--- src/rtl/csr_pkg.sv ---
// Shared definitions for the Zicsr access unit: funct3 opcodes, FSM encoding, trap causes.
package csr_pkg;

    localparam logic [2:0] CSRRW  = 3'b001;
    localparam logic [2:0] CSRRS  = 3'b010;
    localparam logic [2:0] CSRRC  = 3'b011;
    localparam logic [2:0] CSRRWI = 3'b101;
    localparam logic [2:0] CSRRSI = 3'b110;
    localparam logic [2:0] CSRRCI = 3'b111;

    localparam int CAUSE_ILLEGAL_INSTR = 2;

    typedef enum logic [2:0] {
        ST_IDLE,
        ST_READ,
        ST_WRITE,
        ST_DONE,
        ST_FAULT
    } csr_state_t;

    // funct3 000 and 100 are not CSR operations.
    function automatic logic funct3_legal(input logic [2:0] f3);
        return f3[1:0] != 2'b00;
    endfunction

endpackage

--- src/rtl/csr_rmw_alu.sv ---
// Combinational read-modify-write value for CSRRW/S/C and their immediate forms.
module csr_rmw_alu
    import csr_pkg::*;
#(
    parameter int XLEN = 32
) (
    input  logic [2:0]      funct3,
    input  logic [XLEN-1:0] old_val,
    input  logic [4:0]      rs1_idx,
    input  logic [XLEN-1:0] rs1_data,
    output logic [XLEN-1:0] new_val,
    output logic            write_en
);

    logic [XLEN-1:0] src;

    always_comb begin
        src      = funct3[2] ? {{(XLEN-5){1'b0}}, rs1_idx} : rs1_data;
        // Set/clear with x0 or zimm=0 must not touch the CSR (no side effects).
        write_en = (funct3[1:0] == 2'b01) || (rs1_idx != 5'd0);
        new_val  = old_val;
        case (funct3[1:0])
            2'b01:   new_val = src;
            2'b10:   new_val = old_val | src;
            2'b11:   new_val = old_val & ~src;
            default: new_val = old_val;
        endcase
    end

endmodule

--- src/rtl/csr_access_unit.sv ---
// Execute-stage Zicsr initiator: read phase, write phase, write-back of the old value, illegal traps.
// Optional build macro CSR_RO_CHECK_EN traps writes to read-only CSRs (addr[11:10]==2'b11) locally.
module csr_access_unit
    import csr_pkg::*;
#(
    parameter int XLEN        = 32,
    parameter int ILLEGAL_CSE = CAUSE_ILLEGAL_INSTR
) (
    input  logic            clk,
    input  logic            reset,
    input  logic            ex_valid,
    output logic            ex_ready,
    input  logic            flush,
    input  logic [2:0]      funct3,
    input  logic [11:0]     csr_addr,
    input  logic [4:0]      rs1_idx,
    input  logic [XLEN-1:0] rs1_data,
    input  logic [4:0]      rd_idx,
    input  logic [XLEN-1:0] pc,
    output logic            csr_req,
    output logic            csr_we,
    output logic [11:0]     csr_addr_o,
    output logic [XLEN-1:0] csr_wdata,
    input  logic [XLEN-1:0] csr_rdata,
    input  logic            csr_violation,
    output logic            wb_valid,
    output logic [4:0]      wb_rd,
    output logic [XLEN-1:0] wb_data,
    output logic            illegal_trap,
    output logic [XLEN-1:0] illegal_pc,
    output logic [XLEN-1:0] illegal_cause
);

    csr_state_t      state;
    logic            ro_fault;

    logic [2:0]      funct3_q;
    logic [4:0]      rs1_idx_q;
    logic [XLEN-1:0] rs1_data_q;
    logic [4:0]      rd_q;
    logic [XLEN-1:0] pc_q;
    logic [XLEN-1:0] old_q;

    logic [XLEN-1:0] alu_new;
    logic            alu_we;
    logic            ro_hit;
    logic            accept;

    assign accept = (state == ST_IDLE) && ex_valid && !flush;

    csr_rmw_alu #(.XLEN(XLEN)) u_alu (
        .funct3   (funct3_q),
        .old_val  (csr_rdata),
        .rs1_idx  (rs1_idx_q),
        .rs1_data (rs1_data_q),
        .new_val  (alu_new),
        .write_en (alu_we)
    );

`ifdef CSR_RO_CHECK_EN
    assign ro_hit = (csr_addr_o[11:10] == 2'b11) && alu_we;
`else
    assign ro_hit = 1'b0;
`endif

    // Instruction operands and the read value; only meaningful while the FSM is busy.
    always_ff @(posedge clk) begin
        if (accept) begin
            funct3_q   <= funct3;
            rs1_idx_q  <= rs1_idx;
            rs1_data_q <= rs1_data;
            rd_q       <= rd_idx;
            pc_q       <= pc;
        end
        if (state == ST_READ)
            old_q <= csr_rdata;
    end

    always_ff @(posedge clk or posedge reset) begin
        if (reset) begin
            state         <= ST_IDLE;
            ro_fault      <= 1'b0;
            ex_ready      <= 1'b1;
            csr_req       <= 1'b0;
            csr_we        <= 1'b0;
            csr_addr_o    <= '0;
            csr_wdata     <= '0;
            wb_valid      <= 1'b0;
            wb_rd         <= '0;
            wb_data       <= '0;
            illegal_trap  <= 1'b0;
            illegal_pc    <= '0;
            illegal_cause <= '0;
        end else begin
            csr_req       <= 1'b0;
            csr_we        <= 1'b0;
            csr_wdata     <= '0;
            wb_valid      <= 1'b0;
            wb_rd         <= '0;
            wb_data       <= '0;
            illegal_trap  <= 1'b0;
            illegal_pc    <= '0;
            illegal_cause <= '0;
            ro_fault      <= 1'b0;

            case (state)
                ST_IDLE: begin
                    if (accept) begin
                        csr_addr_o <= csr_addr;
                        if (!funct3_legal(funct3)) begin
                            state         <= ST_FAULT;
                            illegal_trap  <= 1'b1;
                            illegal_pc    <= pc;
                            illegal_cause <= XLEN'(ILLEGAL_CSE);
                            ex_ready      <= 1'b1;
                        end else begin
                            state    <= ST_READ;
                            csr_req  <= 1'b1;
                            ex_ready <= 1'b0;
                        end
                    end
                end

                ST_READ: begin
                    // A flushed instruction must not trap, so flush wins over a violation.
                    if (flush) begin
                        state    <= ST_IDLE;
                        ex_ready <= 1'b1;
                    end else if (csr_violation) begin
                        state         <= ST_FAULT;
                        illegal_trap  <= 1'b1;
                        illegal_pc    <= pc_q;
                        illegal_cause <= XLEN'(ILLEGAL_CSE);
                        ex_ready      <= 1'b1;
                    end else begin
                        state     <= ST_WRITE;
                        ro_fault  <= ro_hit;
                        csr_req   <= alu_we && !ro_hit;
                        csr_we    <= alu_we && !ro_hit;
                        csr_wdata <= (alu_we && !ro_hit) ? alu_new : '0;
                    end
                end

                ST_WRITE: begin
                    // The write is already on the bus, so flush is not honoured here.
                    if ((csr_req && csr_violation) || ro_fault) begin
                        state         <= ST_FAULT;
                        illegal_trap  <= 1'b1;
                        illegal_pc    <= pc_q;
                        illegal_cause <= XLEN'(ILLEGAL_CSE);
                        ex_ready      <= 1'b1;
                    end else begin
                        state    <= ST_DONE;
                        wb_valid <= (rd_q != 5'd0);
                        wb_rd    <= rd_q;
                        wb_data  <= old_q;
                        ex_ready <= 1'b1;
                    end
                end

                ST_DONE, ST_FAULT: begin
                    state    <= ST_IDLE;
                    ex_ready <= 1'b1;
                end

                default: begin
                    state    <= ST_IDLE;
                    ex_ready <= 1'b1;
                end
            endcase
        end
    end

endmodule

--- config.mk ---
export PLATFORM = sky130hd
export DESIGN_NAME = csr_access_unit
export DESIGN_NICKNAME = d
export VERILOG_FILES = /design/src/rtl/csr_pkg.sv /design/src/rtl/csr_rmw_alu.sv /design/src/rtl/csr_access_unit.sv
export SDC_FILE = /design/constraint.sdc
export NUM_CORES = 1
export LEC_CHECK = 0
export CAP_MARGIN = 5
export CORE_MARGIN = 10
export CORE_UTILIZATION = 25
export CTS_BUF_LIST = sky130_fd_sc_hd__clkbuf_16
export DETAILED_ROUTE_END_ITERATION = 8
export GPL_ROUTABILITY_DRIVEN = 0
export HOLD_SLACK_MARGIN = 0.03
export SLEW_MARGIN = 20
export SYNTH_ARGS = -nofsm -noshare
export SYNTH_HDL_FRONTEND = slang
export SYNTH_SLANG_ARGS = --single-unit
export TNS_END_PERCENT = 1
--- constraint.sdc ---
create_clock -name clk -period 4.25 [get_ports clk]
set_input_delay 0.425 -clock clk [delete_from_list [all_inputs] [get_ports clk]]
set_output_delay 0.425 -clock clk [all_outputs]
set_load 0.005 [all_outputs]
==> metrics.cfg, run 1 <==
[floorplan]
coreArea_um2 = 33500
num_io_pins = 276
rows = 67
die_area_um2 = 41700
die_w_um = 204
dieHeight_um = 204
start_util_pct = 25.3

[routing]
drt_iter0_markers = 156
num_vias = 5092
wl_per_cell_um = 19.1
ant_nets = 0
drt_wl_total_mm = 24.1
viasPerCell = 4.05
drt_first_pass_iters = 4
drc = 0

[global_route]
grt_pass1_wl_mm = 35.0
antenna_found_initial = 4
globalRouteTotalUtil_pct = 11.1
gr-total-overflow = 0
grt_max_degree = 79
grt_pass1_vias = 5374

[place]
numPortBuffers = 244
dp_hpwl_mm = 17.1
place_area_um2 = 11300

[cts]
cts_htree_levels = 1
cts_tree = yes
hold_buffers = 0
clock_latency_ns = 0.54
cts.clk_slew.worst_paths_ns = 0.06
cts_root_buf = clkbuf_16
cts_inserted_buffers = 27
ctsResizeCount = 0
postCtsSetupRepairBufs = 0
cts_sinks = 230
clk_path_buf_depth = 3

[finish]
drive_above_1_share_pct = 12.3
design_area_um2 = 12200
fillerInstances = 3230
nNetsFinal = 912
fin_util_pct = 36.3
syn2layout_area_growth_pct = 43.5

[synth]
syn_area_um2 = 8480
ys_warn_count = 0
syn-instance-count = 536
ys_types = 35
avgSynthCellArea_um2 = 15.8
ys_ff_latch = 230
ys_seq_area_share_pct = 74.3

[setup_path]
worstPathArrival_ns = 2.98
crit_type = reg2reg
r2r-end = csr_wdata[21]
end_kind = flop
rrSetupSlack_ns = 1.67
cp-endpoint = csr_wdata[21]
cp_max_fo = 34
start_kind = flop
rr_worst_depth = 4
reg2reg_from = state[1]
setup.worst_path.start = state[1]
required_ns = 4.65

[timing]
slew-limit-headroom_pct = 35.2
rsz0062_at_grt = no
finalHoldViolations = 0
setup_viol = 0
fin_crit_ns = 2.58
fmax_mhz = 388
fin_setup_tns_ns = 0
worst_slew_pin_slew_ns = 0.969
clock_skew_ns = 0.0243
slew_viol_final = 0
min_period_over_period_pct = 60.7

[job]
maxCapViolations = 0

[pwr]
power.leakage_uw = 0.00474
ir_drop_uv = 282
pwr_density_cell_nw_per_um2 = 532

[outcome]
status = complete, no violations

[worst_hold_path]
hold_path.class = in2async

## logic make-up (layout without fill, tap and decap cells)
group,count (synthesis),in the layout,synth area share [%]
AOI/OAI and AO/OA,104,104,8.97
xor gates and xnor gates,32,32,3.31
buffers and inverters,65,306,4.66
DFF,230,230,74.3
muxes,17,17,2.26
other,1,33,0.0442
and+or+nand+nor,87,87,6.41
## how the worst min path moves through the flow
stage,start,to,slack [ns],cells after the start
after global placement,old_q[21],wb_data[21],0.43,1
final,reset,csr_addr_o[9],0.40,2
after detailed placement,old_q[2],wb_data[2],0.43,1
after global routing,rs1_data[27],rs1_data_q[27],0.42,1
after floorplan,old_q[0],wb_data[0],0.43,1
after CTS,rd_idx[2],rd_q[2],0.41,1
## power by group
group	internal [uW]	switching, uW
Combinational	715	614
Clock	1270	897
Sequential	2830	148
Total	4810	1660
## per-stage QoR
| stage | setup slack [ns] | hold WS [ns] | power, uW | instances |
|---|---|---|---|---|
| floorplan | 0.108 | 0.427 | 3580 | 566 |
| global placement | 1.35 | 0.429 | 4350 | 1205 |
| detailed placement | 1.31 | 0.432 | 4380 | 1205 |
| CTS | 1.57 | 0.410 | 6600 | 1255 |
| global route | 1.43 | 0.423 | 6790 | 1256 |
| finish | 1.67 | 0.405 | 6470 | 1257 |
## state kept, by name, summed over array words and instances, names as in the netlist, 3 cells and up
name	count
rs1_idx_q	5
wb_rd	5
old_q	32
funct3_q	3
illegal_pc	32
rs1_data_q	32
pc_q	32
state	3
csr_wdata	32
wb_data	32
csr_addr_o	12
rd_q	5
## cells in the mapped netlist
| cell type | number | area (um2) |
|---|---|---|
| nor2_1 | 6 | 22.5 |
| buf_4 | 32 | 240 |
| nor2b_1 | 27 | 169 |
| a22o_1 | 7 | 61.3 |
| or3_1 | 1 | 6.26 |
| buf_1 | 2 | 7.51 |
| mux2_2 | 17 | 191 |
| or4_1 | 1 | 7.51 |
| nand3_1 | 2 | 10.0 |
| xnor2_1 | 32 | 280 |
| and2_1 | 37 | 231 |
| or3b_1 | 1 | 8.76 |
| or2_2 | 3 | 18.8 |
| nor3b_1 | 2 | 15.0 |
| o21ai_0 | 2 | 10.0 |
| o21a_1 | 2 | 15.0 |
| edfxtp_1 | 109 | 3270 |
| nand2_1 | 1 | 3.75 |
| dfstp_2 | 1 | 26.3 |
| nor3_1 | 2 | 10.0 |
| dfrtp_1 | 120 | 3000 |
| nor4b_1 | 1 | 8.76 |
| buf_6 | 4 | 45.0 |
| nand2b_1 | 1 | 6.26 |
| clkbuf_1 | 23 | 86.3 |
| a22o_2 | 25 | 250 |
| buf_2 | 1 | 5.00 |
| conb_1 | 1 | 3.75 |
| a21o_1 | 1 | 7.51 |
| inv_1 | 3 | 11.3 |
| a211oi_1 | 32 | 240 |
| a21oi_1 | 34 | 170 |
| and3b_1 | 1 | 8.76 |
| nor3_4 | 1 | 16.3 |
| a31oi_1 | 1 | 6.26 |
## placed cells by master, fill, tap and decap left out, drive strengths merged, types with 3 or more instances in the layout
cell / synthesis / final
a21oi: 34 / 34
xnor2: 32 / 32
conb: 1 / 31
mux2: 17 / 17
clkbuf: 23 / 27
or2: 3 / 3
clkinv: 0 / 10
nor2: 6 / 6
clkdlybuf4s50: 0 / 244
nor3: 3 / 3
buf: 39 / 9
dfrtp: 120 / 120
edfxtp: 109 / 109
a211oi: 32 / 32
nor2b: 27 / 27
clkinvlp: 0 / 4
a22o: 32 / 32
and2: 37 / 37
inv: 3 / 10
## worst max-delay path, stage by stage, from the launching register on
cell and delay [ns]:
dfrtp_1 0.46, nor3b_2 0.18, buf_4 0.45, nand3_2 0.86, a211oi_1 0.47
## layer usage
| metal | track usage, % | up-vias | share of wire (%) |
|---|---|---|---|
| met2 | 19.7 | 158 | 52 |
| met1 | 12.2 | 2520 | 37 |
| met4 | 3.49 | 4 | 2.4 |
| met5 | 0 | - | 0.12 |
| met3 | 3.76 | 38 | 8.3 |
| li1 | - | 2372 | - |
## layout make-up
class | instances | area [um2] | share of cell area (%)
flip-flops and latches | 230 | 6300 | 51.8
diodes | 2 | 5.00 | 0.0411
clock buffers | 27 | 676 | 5.55
clock inverters | 23 | 166 | 1.37
well taps | 448 | 561 | 4.61
repair buffers | 253 | 2520 | 20.7
inverters | 3 | 17.5 | 0.144
multi-input cells | 271 | 1920 | 15.8
Note: power is estimated with default switching activity, not from simulation.
==> run 2, diff against run 1 <==
clock period = 2.1 ns   (was 4.25 ns; I/O delays follow)
==> metrics.cfg, run 2 (synthesis gave the netlist of run 1 again) <==
[outcome]
status = complete, no violations

[finish]
fillerInstances = 3208  ; -0.68%
final_cell_mix = clkdlybuf4s50_1 (244), dfrtp_1 (120), edfxtp_1 (109), and2_1 (37), a21oi_1 (33)
drive_above_1_share_pct = 14.0  ; +1.7 points
syn2layout_area_growth_pct = 45.4
register_area_um2 = 6300  ; unchanged
multi_input_area_um2 = 1920  ; +0.33%
layout_commonest_cell = clkdlybuf4s50_1
nNetsFinal = 928  ; +1.8%

[routing]
viasPerCell = 4.03  ; -0.56%
wl_per_cell_um = 19.1  ; -0.28%
drt_first_pass_iters = 4  ; unchanged
num_vias = 5132  ; +0.79%
drt_iter0_markers = 180  ; +15%
ant_nets = 0  ; unchanged
drt_wl_total_mm = 24.3  ; +1.1%
drc = 0  ; unchanged

[timing]
finalHoldViolations = 0  ; unchanged
slew_viol_final = 0  ; unchanged
setup_viol = 0  ; unchanged
min_period_over_period_pct = 92.0  ; +31 points
rsz0062_at_grt = no
fin_crit_ns = 1.93  ; -0.646 ns
clock_skew_ns = 0.00827  ; -0.0160 ns
holdWs_ns = 0.157  ; -0.247 ns
fmax_mhz = 518  ; +33%
worst_slew_pin_slew_ns = 0.802  ; -0.167 ns
slew-limit-headroom_pct = 46.5  ; +11 points

[cts]
clk_path_buf_depth = 3  ; unchanged
ctsResizeCount = 0  ; unchanged
cts_tree = yes
cts_sinks = 230  ; unchanged
cts_inserted_buffers = 26  ; -3.7%
postCtsSetupRepairBufs = 0  ; unchanged
cts.clk_slew.worst_paths_ns = 0.06  ; about the same
hold_buffers = 0  ; unchanged
cts_htree_levels = 1  ; unchanged
cts_root_buf = clkbuf_16
clock_latency_ns = 0.52  ; -0.02 ns

[global_route]
grt_max_degree = 65  ; -18%
antenna_found_initial = 5  ; +1
gr-total-overflow = 0  ; unchanged
grt.met1_usage_pct = 13.1  ; +0.91 points
use_met2_pct = 19.3  ; -0.35 points
grt_pass1_vias = 5494  ; +2.2%
grt_pass1_wl_mm = 35.6  ; +2.0%
use_met3_pct = 3.03  ; -0.73 points
busiest_layer = met2
globalRouteTotalUtil_pct = 11.2  ; +0.14 points

[setup_path]
critPathMaxStageDelay_ns = 0.39  ; -0.47 ns
path_buf_inv = 2  ; +1
crit_family = simple AND/OR/NAND/NOR gates
end_kind = flop
start_kind = flop
cp_max_fo = 14  ; -59%
path_cells = or3b_1, or3_1, buf_4, nor3_4, buf_4, a22o_2
critPathMostFrequentCell = buf_4
crit_type = reg2reg
setup.worst_path.start = state[0]
worstPathArrival_ns = 2.39  ; -0.59 ns
critPathSlowestCell = or3_1
reg2reg_from = state[0]
required_ns = 2.56  ; -2.09 ns

[floorplan]
start_util_pct = 25.3  ; unchanged
coreArea_um2 = 33500  ; unchanged
rows = 67  ; unchanged
die_w_um = 204  ; unchanged
num_io_pins = 276  ; unchanged
dieHeight_um = 204  ; unchanged
die_area_um2 = 41700  ; unchanged

[pwr]
power.leakage_uw = 0.00482  ; +1.6%
ir_drop_uv = 544  ; +93%
power_uw = 13100  ; +100%
pwr_density_cell_nw_per_um2 = 1060  ; +100%

[place]
numPortBuffers = 244  ; unchanged
dp_hpwl_mm = 17.8  ; +4.5%

[job]
maxCapViolations = 0  ; unchanged

[worst_hold_path]
hold_path.class = in2async

==> run 2: area by class of cell <==
cell class,instances,share of cell area [%]
Antenna cell,4,0.0812
Clock buffer,27,5.48
Clock inverter,21,1.04
Inverter,3,0.132
Multi-Input combinational cell,271,15.6
Sequential cell,230,51.1
Tap cell,448,4.55
Timing Repair Buffer,270,22.0
==> run 2: power breakdown <==
group / switching (uW) / total [uW] / internal [uW]
registers: 294 / 6010 / 5710
clock network: 1780 / 4220 / 2440
logic: 1290 / 2870 / 1580
total: 3360 / 13100 / 9740
==> run 2: path summary, 6_finish.rpt <==
kind	to	slack [ns]	cells after the start
min	csr_wdata[24]	0.16	3
min reg2reg	wb_data[16]	0.45	1
max in group asynchronous	ex_ready	1.61	3
max	illegal_pc[18]	0.17	6
max reg2reg	illegal_pc[18]	0.17	6
min in group clk	rs1_data_q[23]	0.24	1
==> run 2: worst min-delay path: stages <==
cell and delay [ns]:
clkdlybuf4s50_1 0.44, clkinvlp_4 0.13, buf_12 0.28
==> run 2: metal layers <==
layer | wire length [um] | vias to the layer above
met5 | 13 | -
met4 | 609 | 2
met3 | 1580 | 42
met2 | 12300 | 155
met1 | 9800 | 2526
li1 | - | 2407
==> run 2: through the flow <==
stage / utilization [%] / setup slack [ns] / setup TNS, ns / instance area [um2] / instances
after CTS: 36.7 / 0.148 / 0 / 12300 / 1270
final: 36.8 / 0.168 / 0 / 12300 / 1274
after global placement: 34.3 / -0.128 / -6.14 / 11500 / 1222
after detailed placement: 34.3 / -0.153 / -7.57 / 11500 / 1222
after floorplan: - / -1.23 / -120.39 / 8600 / 566
after global routing: 36.8 / 0.0280 / 0 / 12300 / 1274
==> run 3, diff against run 2 <==
ABC_CLOCK_PERIOD_IN_PS = 2100   (was default)
==> results of run 3 <==
The final DEF is identical to that of run 2; final timing and power are the same.
